===== config.mk =====
export PLATFORM = sky130hd
export DESIGN_NAME = tinyqv_instr_align
export DESIGN_NICKNAME = d
export VERILOG_FILES = /design/src/rtl/tinyqv_instr_align.sv
export SDC_FILE = /design/constraint.sdc
export NUM_CORES = 1
export LEC_CHECK = 0
export ABC_AREA = 1
export CAP_MARGIN = 20
export CORE_UTILIZATION = 50
export CTS_BUF_LIST = sky130_fd_sc_hd__clkbuf_4 sky130_fd_sc_hd__clkbuf_8
export DETAILED_ROUTE_END_ITERATION = 8
export GPL_TIMING_DRIVEN = 0
export PLACE_DENSITY = 0.76
export SLEW_MARGIN = 30
export SYNTH_ARGS = -nofsm -noshare
export SYNTH_HDL_FRONTEND = slang
export SYNTH_SLANG_ARGS = --single-unit

===== constraint.sdc =====
create_clock -name clk -period 3 [get_ports clk]
set_input_delay 0.6 -clock clk [delete_from_list [all_inputs] [get_ports clk]]
set_output_delay 0.6 -clock clk [all_outputs]
set_load 0.01 [all_outputs]

===== src/rtl/tinyqv_instr_align.sv =====
// Instruction alignment queue between the halfword fetch stream and the TinyQV decoder.
// Optional same-cycle bypass of incoming halfwords: define TINYQV_INSTR_BYPASS_EN.
module tinyqv_instr_align #(
    parameter int DEPTH_HW  = 4,
    parameter int ADDR_BITS = 24
) (
    input  logic                        clk,
    input  logic                        rstn,
    input  logic [15:0]                 mem_data,
    input  logic                        mem_valid,
    output logic                        mem_ready,
    input  logic                        flush,
    input  logic [ADDR_BITS-1:0]        flush_addr,
    output logic                        fetch_restart,
    output logic [ADDR_BITS-1:0]        fetch_addr,
    output logic [31:0]                 instr,
    output logic                        instr_valid,
    output logic [ADDR_BITS-1:0]        instr_pc,
    input  logic                        instr_accept,
    output logic [$clog2(DEPTH_HW):0]   hw_count
);

    localparam int PW = $clog2(DEPTH_HW);
    localparam int CW = PW + 1;

    logic [15:0]          mem_q [DEPTH_HW];
    logic [15:0]          mem_d [DEPTH_HW];
    logic [PW-1:0]        rd_ptr_q, rd_ptr_d;
    logic [PW-1:0]        wr_ptr_q, wr_ptr_d;
    logic [CW-1:0]        count_q, count_d;
    logic [ADDR_BITS-1:0] pc_q, pc_d;

    logic                 push;
    logic                 byp_used;
    logic                 wr_en;
    logic [CW-1:0]        avail;
    logic [15:0]          slot0, slot1, lo, hi;
    logic                 is32;
    logic [1:0]           n_pop;
    logic [PW-1:0]        rd_adv;
    logic                 unused_addr_lsb;

    assign unused_addr_lsb = flush_addr[0];
    assign fetch_restart   = flush;
    assign fetch_addr      = {flush_addr[ADDR_BITS-1:1], 1'b0};
    assign mem_ready       = (count_q < CW'(DEPTH_HW)) && !flush;
    assign push            = mem_valid && mem_ready;
    assign hw_count        = count_q;
    assign instr_pc        = pc_q;

    always_comb begin
`ifdef TINYQV_INSTR_BYPASS_EN
        // Incoming halfword fills whichever window slot the queue cannot.
        avail = count_q + CW'(push);
        slot0 = (count_q != '0) ? mem_q[rd_ptr_q] : mem_data;
        slot1 = (count_q >= CW'(2)) ? mem_q[rd_ptr_q + PW'(1)] : mem_data;
`else
        avail = count_q;
        slot0 = mem_q[rd_ptr_q];
        slot1 = mem_q[rd_ptr_q + PW'(1)];
`endif
        lo          = (avail >= CW'(1)) ? slot0 : '0;
        hi          = (avail >= CW'(2)) ? slot1 : '0;
        instr       = {hi, lo};
        is32        = (lo[1:0] == 2'b11);
        instr_valid = (avail >= CW'(1)) && (!is32 || (avail >= CW'(2)));
    end

    always_comb begin
        n_pop = 2'd0;
        if (instr_accept && instr_valid && !flush)
            n_pop = is32 ? 2'd2 : 2'd1;

        // A pushed halfword consumed in the same cycle is never stored.
        byp_used = push && (CW'(n_pop) > count_q);
        wr_en    = push && !byp_used;
        rd_adv   = byp_used ? count_q[PW-1:0] : PW'(n_pop);

        mem_d = mem_q;
        if (wr_en)
            mem_d[wr_ptr_q] = mem_data;

        rd_ptr_d = rd_ptr_q + rd_adv;
        wr_ptr_d = wr_ptr_q + PW'(wr_en);
        count_d  = count_q + CW'(push) - CW'(n_pop);
        pc_d     = pc_q + ADDR_BITS'({n_pop, 1'b0});

        if (flush) begin
            rd_ptr_d = '0;
            wr_ptr_d = '0;
            count_d  = '0;
            pc_d     = fetch_addr;
        end
    end

    always_ff @(posedge clk or negedge rstn) begin
        if (!rstn) begin
            mem_q    <= '{default: '0};
            rd_ptr_q <= '0;
            wr_ptr_q <= '0;
            count_q  <= '0;
            pc_q     <= '0;
        end else begin
            mem_q    <= mem_d;
            rd_ptr_q <= rd_ptr_d;
            wr_ptr_q <= wr_ptr_d;
            count_q  <= count_d;
            pc_q     <= pc_d;
        end
    end

endmodule


=== After elaboration in Yosys (flattened, before gate mapping) ===
Index checks and enable logic that the tools add are counted.

* Memory bits (read-only): 0
* Memories kept: 0
* Bits in writable memories: 0
* Output and inout bits: 86
* Word-level logic and storage cells: 56
* Latch bits: 0
* Flip-flop bits (word level): 95
* Input port bits: 45

* Bitwise logic cells: 3
* Div/mod/pow operators: 0
* Eq/ne operators: 1
* Multiplexer cells: 18
* Reductions and logical operators: 12
* Shift-type cells: 0
* $lt $le $gt $ge: 8
* $add $sub $neg: 6
* Multiply operators: 0

{| class="wikitable"
|+ Operator list
! cell !! count
|-
| 2-to-1 mux 16 bit || 7
|-
| binary-select mux 16 bit (select 2 bit) || 2
|-
| bitwise mux 64 bit || 1
|-
| demux 16 bit (select 2 bit) || 1
|-
| adder 24 x 3 -> 24 bit || 1
|-
| 2-to-1 mux 24 bit || 1
|-
| 2-to-1 mux 2 bit || 5
|-
| >= comparator 3 bit, second input constant || 3
|-
| inverter 2 -> 3 bit || 3
|-
| logical AND 1 bit || 8
|-
| adder 3 x 1 -> 3 bit || 1
|-
| >= comparator 3 x 1 -> 1 bit, second input constant || 1
|-
| >= comparator 3 x 2 -> 1 bit, second input constant || 1
|-
| > comparator 2 x 3 -> 1 bit || 1
|-
| logical NOT 1 bit || 3
|-
| less-than comparator 3 x 1 -> 1 bit, second input constant || 1
|-
| less-than comparator 3 bit, second input constant || 1
|-
| 2-to-1 mux 3 bit || 1
|-
| subtractor 3 x 2 -> 3 bit || 1
|-
| adder 2 x 1 -> 2 bit || 1
|-
| adder 2 x 1 -> 2 bit, second input constant || 1
|-
| adder 2 bit || 1
|-
| equality test 2 bit, second input constant || 1
|-
| logical OR 1 bit || 1
|}

=== Logic depth before layout (Yosys ltp) ===
Gate-level depths: netlist of run 1.

* Depth after elaboration: 18
* Gate-level depth with buffers: 22
* Gate-level depth less buffers: 22

=== Worst setup path after synthesis of run 1 ===
No wires, ideal clock.

* Path kind: flip-flop to flip-flop
* Start point: register rd_ptr_q[0]
* End point: register pc_q[19] (netlist: instr_pc[19])
* Required time: 2883 ps
* Library setup time: 117 ps
* Clock period less this slack: 2697 ps
* Cell stages (with the launch flop): 23
* Path buffers: 1
* Path slack: 303 ps
* Data arrival time: 2580 ps
* Cells stage by stage: dfrtp_1 buf_4 nand2_1 nand3_1 nand2_1 nand2_1 nor2_4 o21ai_2 nand3_1 inv_1 ha_1 fa_1 nand3_2 nor2_4 nand3_4 clkinv_2 nand2_4 nor2_8 inv_2 nor2_2 or2_1 nand3_1 nand2_1

* Longest elaborated chain between the ends: 14
* Elaborated cells between the ends (all ways): 15
* Classes of those cells: add/sub: 1; eq/ne: 1; mux: 7; bitwise: 1; reduce/logical: 5

{| class="wikitable"
|+ Ends and longest elaborated chain
! item !! line !! RTL
|-
| from (decl) || 28 || <nowiki>logic [PW-1:0] rd_ptr_q, rd_ptr_d;</nowiki>
|-
| from (signal assigned) || 105 || <nowiki>rd_ptr_q <= rd_ptr_d;</nowiki>
|-
| inverter 2 -> 3 bit (implied by the code) || 59 || <nowiki>slot0 = mem_q[rd_ptr_q];</nowiki>
|-
| binary-select mux 16 bit (select 2 bit) || 59 ||
|-
| 2-to-1 mux 16 bit (implied by the code) (2 in series) || 59 ||
|-
| 2-to-1 mux 16 bit || 62 || <nowiki>lo = (avail >= CW'(1)) ? slot0 : '0;</nowiki>
|-
| equality test 2 bit || 65 || <nowiki>is32 = (lo[1:0] == 2'b11);</nowiki>
|-
| logical NOT 1 bit || 66 || <nowiki>instr_valid = (avail >= CW'(1)) && (!is32 || (avail >= CW'(2)));</nowiki>
|-
| logical OR 1 bit || 66 ||
|-
| logical AND 1 bit || 66 ||
|-
| via instr_valid || 17 || <nowiki>output logic instr_valid,</nowiki>
|-
| logical AND 1 bit (2 in series) || 71 || <nowiki>if (instr_accept && instr_valid && !flush)</nowiki>
|-
| 2-to-1 mux 2 bit || 71 ||
|-
| adder 24 x 3 -> 24 bit || 86 || <nowiki>pc_d = pc_q + ADDR_BITS'({n_pop, 1'b0});</nowiki>
|-
| 2-to-1 mux 24 bit || 88 || <nowiki>if (flush) begin</nowiki>
|-
| via pc_d[19] || 31 || <nowiki>logic [ADDR_BITS-1:0] pc_q, pc_d;</nowiki>
|-
| to (signal assigned) || 108 || <nowiki>pc_q <= pc_d;</nowiki>
|-
| to (decl) || 31 ||
|}

The timed path passes the listed nets, and every way through them passes these cells. The select of a mux whose other input is x is not followed.
A chain may end at the register's enable or synchronous reset.

=== Worst setup path in the final report of run 1 ===
* Start point: register rd_ptr_q[0]
* End point: output port instr[21]

* Longest elaborated chain between the ends: 6

{| class="wikitable"
|+ Ends and longest elaborated chain
! item !! line !! RTL
|-
| adder 2 x 1 -> 2 bit || 60 || <nowiki>slot1 = mem_q[rd_ptr_q + PW'(1)];</nowiki>
|-
| inverter 2 -> 3 bit (implied by the code) || 60 ||
|-
| binary-select mux 16 bit (select 2 bit) || 60 ||
|-
| 2-to-1 mux 16 bit (implied by the code) (2 in series) || 60 ||
|-
| 2-to-1 mux 16 bit || 63 || <nowiki>hi = (avail >= CW'(2)) ? slot1 : '0;</nowiki>
|-
| to (decl) || 16 || <nowiki>output logic [31:0] instr,</nowiki>
|}

Every way passes these cells. The select of a mux whose other input is x is not followed.

==> metrics.txt, run 1 <==
# TYPE chip_impl_metric gauge
chip_impl_metric{name="worst-r2r-setup-slack",unit="ps"} 230
chip_impl_metric{name="cts_hold_buf",unit=""} 0
chip_impl_metric{name="yosys_warnings",unit=""} 0
chip_impl_metric{name="die_h",unit="um"} 107
chip_impl_metric{name="vias_in_the_first_global_route",unit=""} 5623
chip_impl_metric{name="fin_nets",unit=""} 927
chip_impl_metric{name="crit_required",unit="ps"} 2400
chip_impl_metric{name="pin_count_of_the_biggest_net_entering_global_routing",unit=""} 64
chip_impl_metric{name="finalInstanceArea",unit="um2"} 7350
chip_impl_metric{name="postRouteAntennaNets",unit=""} 0
chip_impl_metric{name="yosysTopAreaCellShare",unit=""} 0.426
chip_impl_metric{name="finalSetupViolCount",unit=""} 0
chip_impl_info{name="synth_ff_type",value="dfrtp_1"} 1
chip_impl_metric{name="postRouteWirelength",unit="um"} 16400
chip_impl_metric{name="grt_pass1_wl",unit="um"} 26700
chip_impl_metric{name="tightest_slew_margin_relative_to_the_limit",unit=""} 0.621
chip_impl_metric{name="post_synth_instance_area",unit="um2"} 5530
chip_impl_metric{name="synth-seq-cells",unit=""} 94
chip_impl_metric{name="share_seq_of_total_power",unit=""} 0.355
chip_impl_metric{name="hold_slack",unit="ps"} 109
chip_impl_info{name="worst_hold_path_type",value="input pin to async pin"} 1
chip_impl_metric{name="htree_num_levels",unit=""} 3
chip_impl_metric{name="total_leakage_power",unit="nW"} 3.29
chip_impl_metric{name="post-route-min-period",unit="ps"} 2970
chip_impl_info{name="critical_path_source_type",value="register"} 1
chip_impl_metric{name="remaining_drc_errors",unit=""} 0
chip_impl_metric{name="pin_count",unit=""} 131
chip_impl_metric{name="avgRoutedWirePerCell",unit="um"} 16.1
chip_impl_info{name="r2r_start",value="rd_ptr_q[0]$_DFF_PN0_"} 1
chip_impl_metric{name="asyncSetResetFlopFracSynth",unit=""} 1.00
chip_impl_metric{name="dp.final_hpwl",unit="um"} 11800
chip_impl_metric{name="share_of_total_power_in_combinational_logic",unit=""} 0.471
chip_impl_metric{name="clk-insertion-delay-late",unit="ps"} 370
chip_impl_metric{name="floorplan.die_area",unit="um2"} 11500
chip_impl_metric{name="gp_weighted_congestion",unit=""} 0.907
chip_impl_metric{name="finClkSkew",unit="ps"} 13.3
chip_impl_metric{name="power_switching",unit="mW"} 2.20
chip_impl_info{name="rsz0062_at_grt",value="no"} 1
chip_impl_metric{name="num-fill-cells",unit=""} 889
chip_impl_metric{name="hold_viol",unit=""} 0
chip_impl_metric{name="worst_r2r_path_depth",unit=""} 20
chip_impl_info{name="timing.setup.critical_path_class",value="register to primary output"} 1
chip_impl_metric{name="antenna_found_initial",unit=""} 0
chip_impl_metric{name="floorplan.core_area",unit="um2"} 10800
chip_impl_info{name="clock_root_cell",value="clkbuf_8"} 1
chip_impl_metric{name="post_synth_inst_count",unit=""} 728
chip_impl_metric{name="number_of_max_cap_violations",unit=""} 0
chip_impl_metric{name="achievable-frequency",unit="MHz"} 337
chip_impl_metric{name="tightestPinTransition",unit="ps"} 569
chip_impl_info{name="worstReg2RegEnd",value="instr_pc[23]$_DFF_PN0_"} 1
chip_impl_metric{name="floorplan.initialDensity",unit=""} 0.512
chip_impl_metric{name="synth_edf_count",unit=""} 0
chip_impl_metric{name="share_of_the_clock_period_used_by_the_worst_path",unit=""} 0.989
chip_impl_metric{name="ratio_of_cells_with_drive_above_1_in_the_final_layout",unit=""} 0.138
chip_impl_metric{name="cts_buffers",unit=""} 9
chip_impl_metric{name="clock_pin_slew_reported_for_the_worst_setup_and_hold_paths_after_clock_tree_synthesis",unit="ps"} 90
chip_impl_metric{name="placement_rows",unit=""} 38
chip_impl_metric{name="port_buffers",unit=""} 126
chip_impl_info{name="cts_tree",value="yes"} 1
chip_impl_metric{name="part_of_the_power_in_the_clock_network",unit=""} 0.174
chip_impl_metric{name="first_iter_violations",unit=""} 389
chip_impl_metric{name="avgSynthCellArea",unit="um2"} 7.59
chip_impl_metric{name="drt_first_pass_iters",unit=""} 7
chip_impl_metric{name="ys_seq_area_frac",unit=""} 0.426
chip_impl_metric{name="track_usage",unit=""} 0.299
chip_impl_metric{name="switching_share",unit=""} 0.403
chip_impl_metric{name="antenna_cells_inserted",unit=""} 0
chip_impl_metric{name="ir_worst_vdd",unit="uV"} 367
chip_impl_metric{name="netlist-cell-type-count",unit=""} 42
chip_impl_metric{name="chipWidth",unit="um"} 107
chip_impl_info{name="result_of_the_run",value="finished clean"} 1
chip_impl_metric{name="cts-root-to-sink-buffers",unit=""} 2
chip_impl_info{name="final_common_cell",value="nand2_1"} 1
chip_impl_metric{name="areaGrowthSynthToFinish",unit="%"} 32.9
chip_impl_metric{name="crit_path_max_fanout",unit=""} 10
chip_impl_metric{name="clock_sinks",unit=""} 94
chip_impl_metric{name="via_count",unit=""} 5516
chip_impl_metric{name="globalRouteOverflowTotal",unit=""} 0
chip_impl_metric{name="avgViaCountPerCell",unit=""} 5.43
chip_impl_metric{name="crit_arrival",unit="ps"} 2370
chip_impl_info{name="nature_of_the_critical_path_endpoint",value="primary output"} 1
chip_impl_info{name="synth_area_leaders",value="dfrtp_1 (43%), nand2_1 (14%), o21ai_0 (8.7%)"} 1
chip_impl_metric{name="power.density_cell_area",unit="nW/um2"} 745
chip_impl_info{name="post-synth-top-area-cell",value="dfrtp_1"} 1
chip_impl_metric{name="cell_internal_pwr",unit="mW"} 3.27
chip_impl_info{name="final_cell_mix",value="nand2_1 (206), clkdlybuf4s50_1 (125), o21ai_0 (96)"} 1
chip_impl_metric{name="final_max_slew_viol_count",unit=""} 0
chip_impl_metric{name="dpl_cell_area",unit="um2"} 7000
## cell type report
class / count / area (um2) / share of cell area
flip-flops and latches: 94 / 2350 / 0.320
plain buffers: 62 / 412 / 0.0560
well taps: 140 / 175 / 0.0238
inverters: 71 / 275 / 0.0375
clock inverters: 4 / 70.1 / 0.00954
clock buffers: 12 / 153 / 0.0208
multi-input cells: 502 / 2590 / 0.352
repair buffers: 131 / 1320 / 0.180
## synth_stat cells, types with 2 or more instances
cell / count
nor2_1: 51
clkbuf_1: 20
o21ai_0: 96
nand4_1: 2
o211ai_1: 14
nor3_1: 2
fa_1: 2
a31oi_1: 17
o21ai_1: 16
nor2_4: 5
inv_1: 66
buf_4: 28
ha_1: 9
nand4_2: 2
buf_2: 12
nor2_2: 5
xor2_1: 8
inv_2: 3
o21bai_1: 2
nand2_1: 208
dfrtp_1: 94
nand3_1: 13
xnor2_1: 8
a21oi_1: 20
nand2_2: 6
a22oi_1: 2
nand3_2: 2
## metal layers
layer / vias to the layer above / part of all wire / global-route usage
met4: 0 / 0.031 / 0.149
met5: - / 0 / 0
met2: 309 / 0.48 / 0.500
met1: 2547 / 0.39 / 0.362
li1: 2603 / - / -
met3: 57 / 0.10 / 0.0675
## registers in the layout (all words and copies together), names as in the netlist
signal / flops
hw_count: 3
instr_pc: 23
mem_q: 64
rd_ptr_q: 2
wr_ptr_q: 2
## worst max-delay path, stage by stage (launching register included)
cell,delay (ps)
dfrtp_2,450
buf_6,150
nor2_4,220
buf_4,250
nand2_1,70
a31oi_1,270
clkdlybuf4s50_1,590
## repair_timing
action,4_1_cts,5_1_grt
buffers inserted,2,2
setup endpoints to repair,38,100
pin swaps,1,2
resized for setup,17,33
## kinds of logic after synthesis
family,count (synthesis),synth area share
simple gates,303,0.239
compound gates,170,0.167
buf+inv,133,0.114
flops,94,0.426
xor+xnor,16,0.0254
fa+ha+maj,11,0.0276
other cells,1,0.000679
## worst max-delay path by stage
stage                                  end             startpoint  cells after the start  slack (ps)
detailed placement    mem_q[6]$_DFFE_PN0P_           instr_accept                     13        -310
floorplan           instr_pc[19]$_DFF_PN0_  rd_ptr_q[0]$_DFF_PN0_                     22         300
finish                           instr[21]  rd_ptr_q[0]$_DFF_PN0_                      6          30
CTS                 instr_pc[19]$_DFF_PN0_  rd_ptr_q[0]$_DFF_PN0_                     21           3
global route                     instr[21]  rd_ptr_q[1]$_DFF_PN0_                      8           2
global placement    instr_pc[23]$_DFF_PN0_                   rstn                      1       -2140
## through the flow
| step | total power, mW | cells | setup TNS (ps) | util | setup slack, ps |
|---|---|---|---|---|---|
| after floorplan | 3.28 | 729 | 0 | - | 303 |
| after global placement | 4.26 | 995 | -203260 | 0.645 | -2140 |
| after detailed placement | 4.36 | 996 | -3440 | 0.648 | -307 |
| after CTS | 5.38 | 1014 | 0 | 0.674 | 3.26 |
| after global routing | 5.82 | 1016 | 0 | 0.681 | 1.85 |
| final | 5.47 | 1016 | 0 | 0.681 | 32.5 |
## power by group through the flow
stage | Clock, mW | Combinational [mW] | Sequential, mW
5_1_grt | 1.02 | 2.82 | 1.98
2_1_floorplan | 0 | 1.38 | 1.90
3_5_place_dp | 0 | 2.42 | 1.95
4_1_cts | 0.965 | 2.49 | 1.92
3_3_place_gp | 0 | 2.33 | 1.93
6_report | 0.951 | 2.58 | 1.94
No activity file was read; power rests on OpenSTA's default activity.
==> run 2: changes to the inputs <==
--- a/config.mk
+++ b/config.mk
@@ -6,12 +6,14 @@
 export NUM_CORES = 1
 export LEC_CHECK = 0
 export ABC_AREA = 1
+export ABC_CLOCK_PERIOD_IN_PS = 3000
 export CAP_MARGIN = 20
-export CORE_UTILIZATION = 50
+export CORE_UTILIZATION = 52
 export CTS_BUF_LIST = sky130_fd_sc_hd__clkbuf_4 sky130_fd_sc_hd__clkbuf_8
 export DETAILED_ROUTE_END_ITERATION = 8
 export GPL_TIMING_DRIVEN = 0
-export PLACE_DENSITY = 0.76
+export HOLD_SLACK_MARGIN = 0.06
+export PLACE_DENSITY = 0.79
 export SLEW_MARGIN = 30
 export SYNTH_ARGS = -nofsm -noshare
 export SYNTH_HDL_FRONTEND = slang
==> run 2 against run 1 <==
Compared with the run above: critical endpoint is now instr[14]; largest cell class unchanged; clock power fell by 7.7%; fmax rose by 0.41%; first-iteration DRC count fell by 14%; highest routed layer unchanged; via count fell by 1.2%; sequential share of layout area barely moved; critical path type unchanged; core utilization rose by 3.1 points; combinational power barely moved; worst setup slack improved by 12 ps.
==> metrics.txt, run 2 (synthesized netlist as in run 1, its figures left out) <==
# TYPE chip_impl_metric gauge
chip_impl_info{name="result_of_the_run",value="finished clean"} 1
chip_impl_metric{name="crit_required",unit="ps"} 2400
chip_impl_metric{name="die_h",unit="um"} 105
chip_impl_metric{name="finalInstanceArea",unit="um2"} 7350
chip_impl_metric{name="vias_in_the_first_global_route",unit=""} 5307
chip_impl_metric{name="gp_weighted_congestion",unit=""} 0.887
chip_impl_metric{name="globalRouteOverflowTotal",unit=""} 0
chip_impl_metric{name="switching_share",unit=""} 0.412
chip_impl_metric{name="post-route-min-period",unit="ps"} 2960
chip_impl_metric{name="antenna_found_initial",unit=""} 0
chip_impl_metric{name="crit_arrival",unit="ps"} 2360
chip_impl_metric{name="clock_pin_slew_reported_for_the_worst_setup_and_hold_paths_after_clock_tree_synthesis",unit="ps"} 90
chip_impl_metric{name="final_max_slew_viol_count",unit=""} 0
chip_impl_metric{name="cell_internal_pwr",unit="mW"} 3.17
chip_impl_metric{name="placement_rows",unit=""} 37
chip_impl_metric{name="cts-root-to-sink-buffers",unit=""} 2
chip_impl_metric{name="finClkSkew",unit="ps"} 10.1
chip_impl_metric{name="tightestPinTransition",unit="ps"} 700
chip_impl_metric{name="postRouteAntennaNets",unit=""} 0
chip_impl_info{name="critical_path_source_type",value="register"} 1
chip_impl_metric{name="part_of_the_power_in_the_clock_network",unit=""} 0.163
chip_impl_info{name="final_cell_mix",value="nand2_1 (208), clkdlybuf4s50_1 (125), o21ai_0 (94)"} 1
chip_impl_metric{name="remaining_drc_errors",unit=""} 0
chip_impl_metric{name="share_of_total_power_in_combinational_logic",unit=""} 0.477
chip_impl_metric{name="floorplan.core_area",unit="um2"} 10300
chip_impl_metric{name="dpl_cell_area",unit="um2"} 6990
chip_impl_metric{name="cts_buffers",unit=""} 9
chip_impl_metric{name="ir_worst_vdd",unit="uV"} 338
chip_impl_metric{name="cts_hold_buf",unit=""} 0
chip_impl_info{name="cts_tree",value="yes"} 1
chip_impl_metric{name="htree_num_levels",unit=""} 3
chip_impl_metric{name="pin_count_of_the_biggest_net_entering_global_routing",unit=""} 66
chip_impl_metric{name="clk-insertion-delay-late",unit="ps"} 360
chip_impl_metric{name="pin_count",unit=""} 131
chip_impl_metric{name="via_count",unit=""} 5448
chip_impl_metric{name="share_of_the_clock_period_used_by_the_worst_path",unit=""} 0.985
chip_impl_info{name="worst_hold_path_type",value="input pin to async pin"} 1
chip_impl_metric{name="drt_first_pass_iters",unit=""} 5
chip_impl_metric{name="floorplan.initialDensity",unit=""} 0.535
chip_impl_metric{name="report.power.total",unit="mW"} 5.40
chip_impl_metric{name="grt_pass1_wl",unit="um"} 25600
chip_impl_metric{name="areaGrowthSynthToFinish",unit="%"} 33.0
chip_impl_metric{name="ratio_of_cells_with_drive_above_1_in_the_final_layout",unit=""} 0.136
chip_impl_metric{name="share_seq_of_total_power",unit=""} 0.360
chip_impl_info{name="final_common_cell",value="nand2_1"} 1
chip_impl_metric{name="first_iter_violations",unit=""} 336
chip_impl_metric{name="achievable-frequency",unit="MHz"} 338
chip_impl_metric{name="track_usage",unit=""} 0.299
chip_impl_metric{name="antenna_cells_inserted",unit=""} 0
chip_impl_metric{name="fin_nets",unit=""} 927
chip_impl_metric{name="postRouteWirelength",unit="um"} 15900
chip_impl_metric{name="port_buffers",unit=""} 126
chip_impl_metric{name="avgRoutedWirePerCell",unit="um"} 15.8
chip_impl_metric{name="total_leakage_power",unit="nW"} 3.29
chip_impl_metric{name="floorplan.die_area",unit="um2"} 11000
chip_impl_metric{name="finalSetupViolCount",unit=""} 0
chip_impl_metric{name="post-place-ws",unit="ps"} -380
chip_impl_metric{name="layout_setup_ws",unit="ps"} 44.4
chip_impl_metric{name="power_switching",unit="mW"} 2.23
chip_impl_metric{name="clock_sinks",unit=""} 94
chip_impl_metric{name="tightest_slew_margin_relative_to_the_limit",unit=""} 0.534
chip_impl_info{name="registers.top_by_ff_count",value="mem_q"} 1
chip_impl_info{name="rsz0062_at_grt",value="yes"} 1
chip_impl_metric{name="number_of_max_cap_violations",unit=""} 0
chip_impl_info{name="clock_root_cell",value="clkbuf_8"} 1
chip_impl_info{name="timing.setup.critical_path_class",value="register to primary output"} 1
chip_impl_metric{name="avgViaCountPerCell",unit=""} 5.38
chip_impl_metric{name="crit_path_max_fanout",unit=""} 10
chip_impl_metric{name="dp.final_hpwl",unit="um"} 11400
chip_impl_info{name="nature_of_the_critical_path_endpoint",value="primary output"} 1
chip_impl_metric{name="power.density_cell_area",unit="nW/um2"} 734
chip_impl_metric{name="largest_reg_flops",unit=""} 64
chip_impl_metric{name="chipWidth",unit="um"} 105
chip_impl_metric{name="hold_viol",unit=""} 0
run 2: through the flow:
stage / setup TNS (ps) / hold slack (ps) / utilization / std cells
after floorplan: 0 / 304 / - / 729
after global placement: -200990 / 470 / 0.674 / 991
after detailed placement: -7080 / 478 / 0.677 / 992
after CTS: 0 / 101 / 0.703 / 1011
after global routing: -10.1 / 104 / 0.712 / 1012
final: 0 / 105 / 0.712 / 1012
run 2: power groups by stage:
stage | Sequential, mW | Combinational (mW) | Clock, mW
after floorplan | 1.90 | 1.38 | 0
after global placement | 1.93 | 2.33 | 0
after detailed placement | 1.95 | 2.41 | 0
after CTS | 1.93 | 2.50 | 0.885
after global routing | 1.99 | 2.82 | 0.934
final | 1.94 | 2.58 | 0.878
run 2: what timing repair did:
action / 4_1_cts / 5_1_grt
pin swaps: 0 / 1
buffers inserted: 3 / 1
gates resized for setup: 12 / 47
endpoints found under the setup margin: 33 / 98
run 2: final timing paths:
path | startpoint | end | slack (ps) | cells after the start
max in group asynchronous | rstn | instr_pc[9]$_DFF_PN0_ | 2290 | 2
min reg2reg | mem_q[16]$_DFFE_PN0P_ | mem_q[16]$_DFFE_PN0P_ | 510 | 2
max reg2reg | rd_ptr_q[0]$_DFF_PN0_ | instr_pc[19]$_DFF_PN0_ | 210 | 22
min in group clk | mem_q[16]$_DFFE_PN0P_ | mem_q[16]$_DFFE_PN0P_ | 510 | 2
min | rstn | mem_q[2]$_DFFE_PN0P_ | 100 | 1
max | rd_ptr_q[0]$_DFF_PN0_ | instr[14] | 40 | 7
run 2: worst max-delay path, stage by stage (launching register included):
cell and delay, ps:
dfrtp_2 450, buf_6 150, clkbuf_4 190, clkbuf_4 220
nand2_1 90, o211ai_1 100, a21oi_2 240, clkdlybuf4s50_1 560
run 2: layout make-up:
class / count / area, um2
fillers: 843 / 2970
flip-flops and latches: 94 / 2350
clock buffers: 9 / 124
inverters: 71 / 275
repair buffers: 131 / 1330
well taps: 136 / 170
plain buffers: 62 / 419
clock inverters: 7 / 81.3
multi-input cells: 502 / 2600
run 2: metal layers:
metal,share of wire,GRT usage
met5,0,0
met4,0.028,0.157
met3,0.098,0.0699
met2,0.48,0.485
met1,0.40,0.370
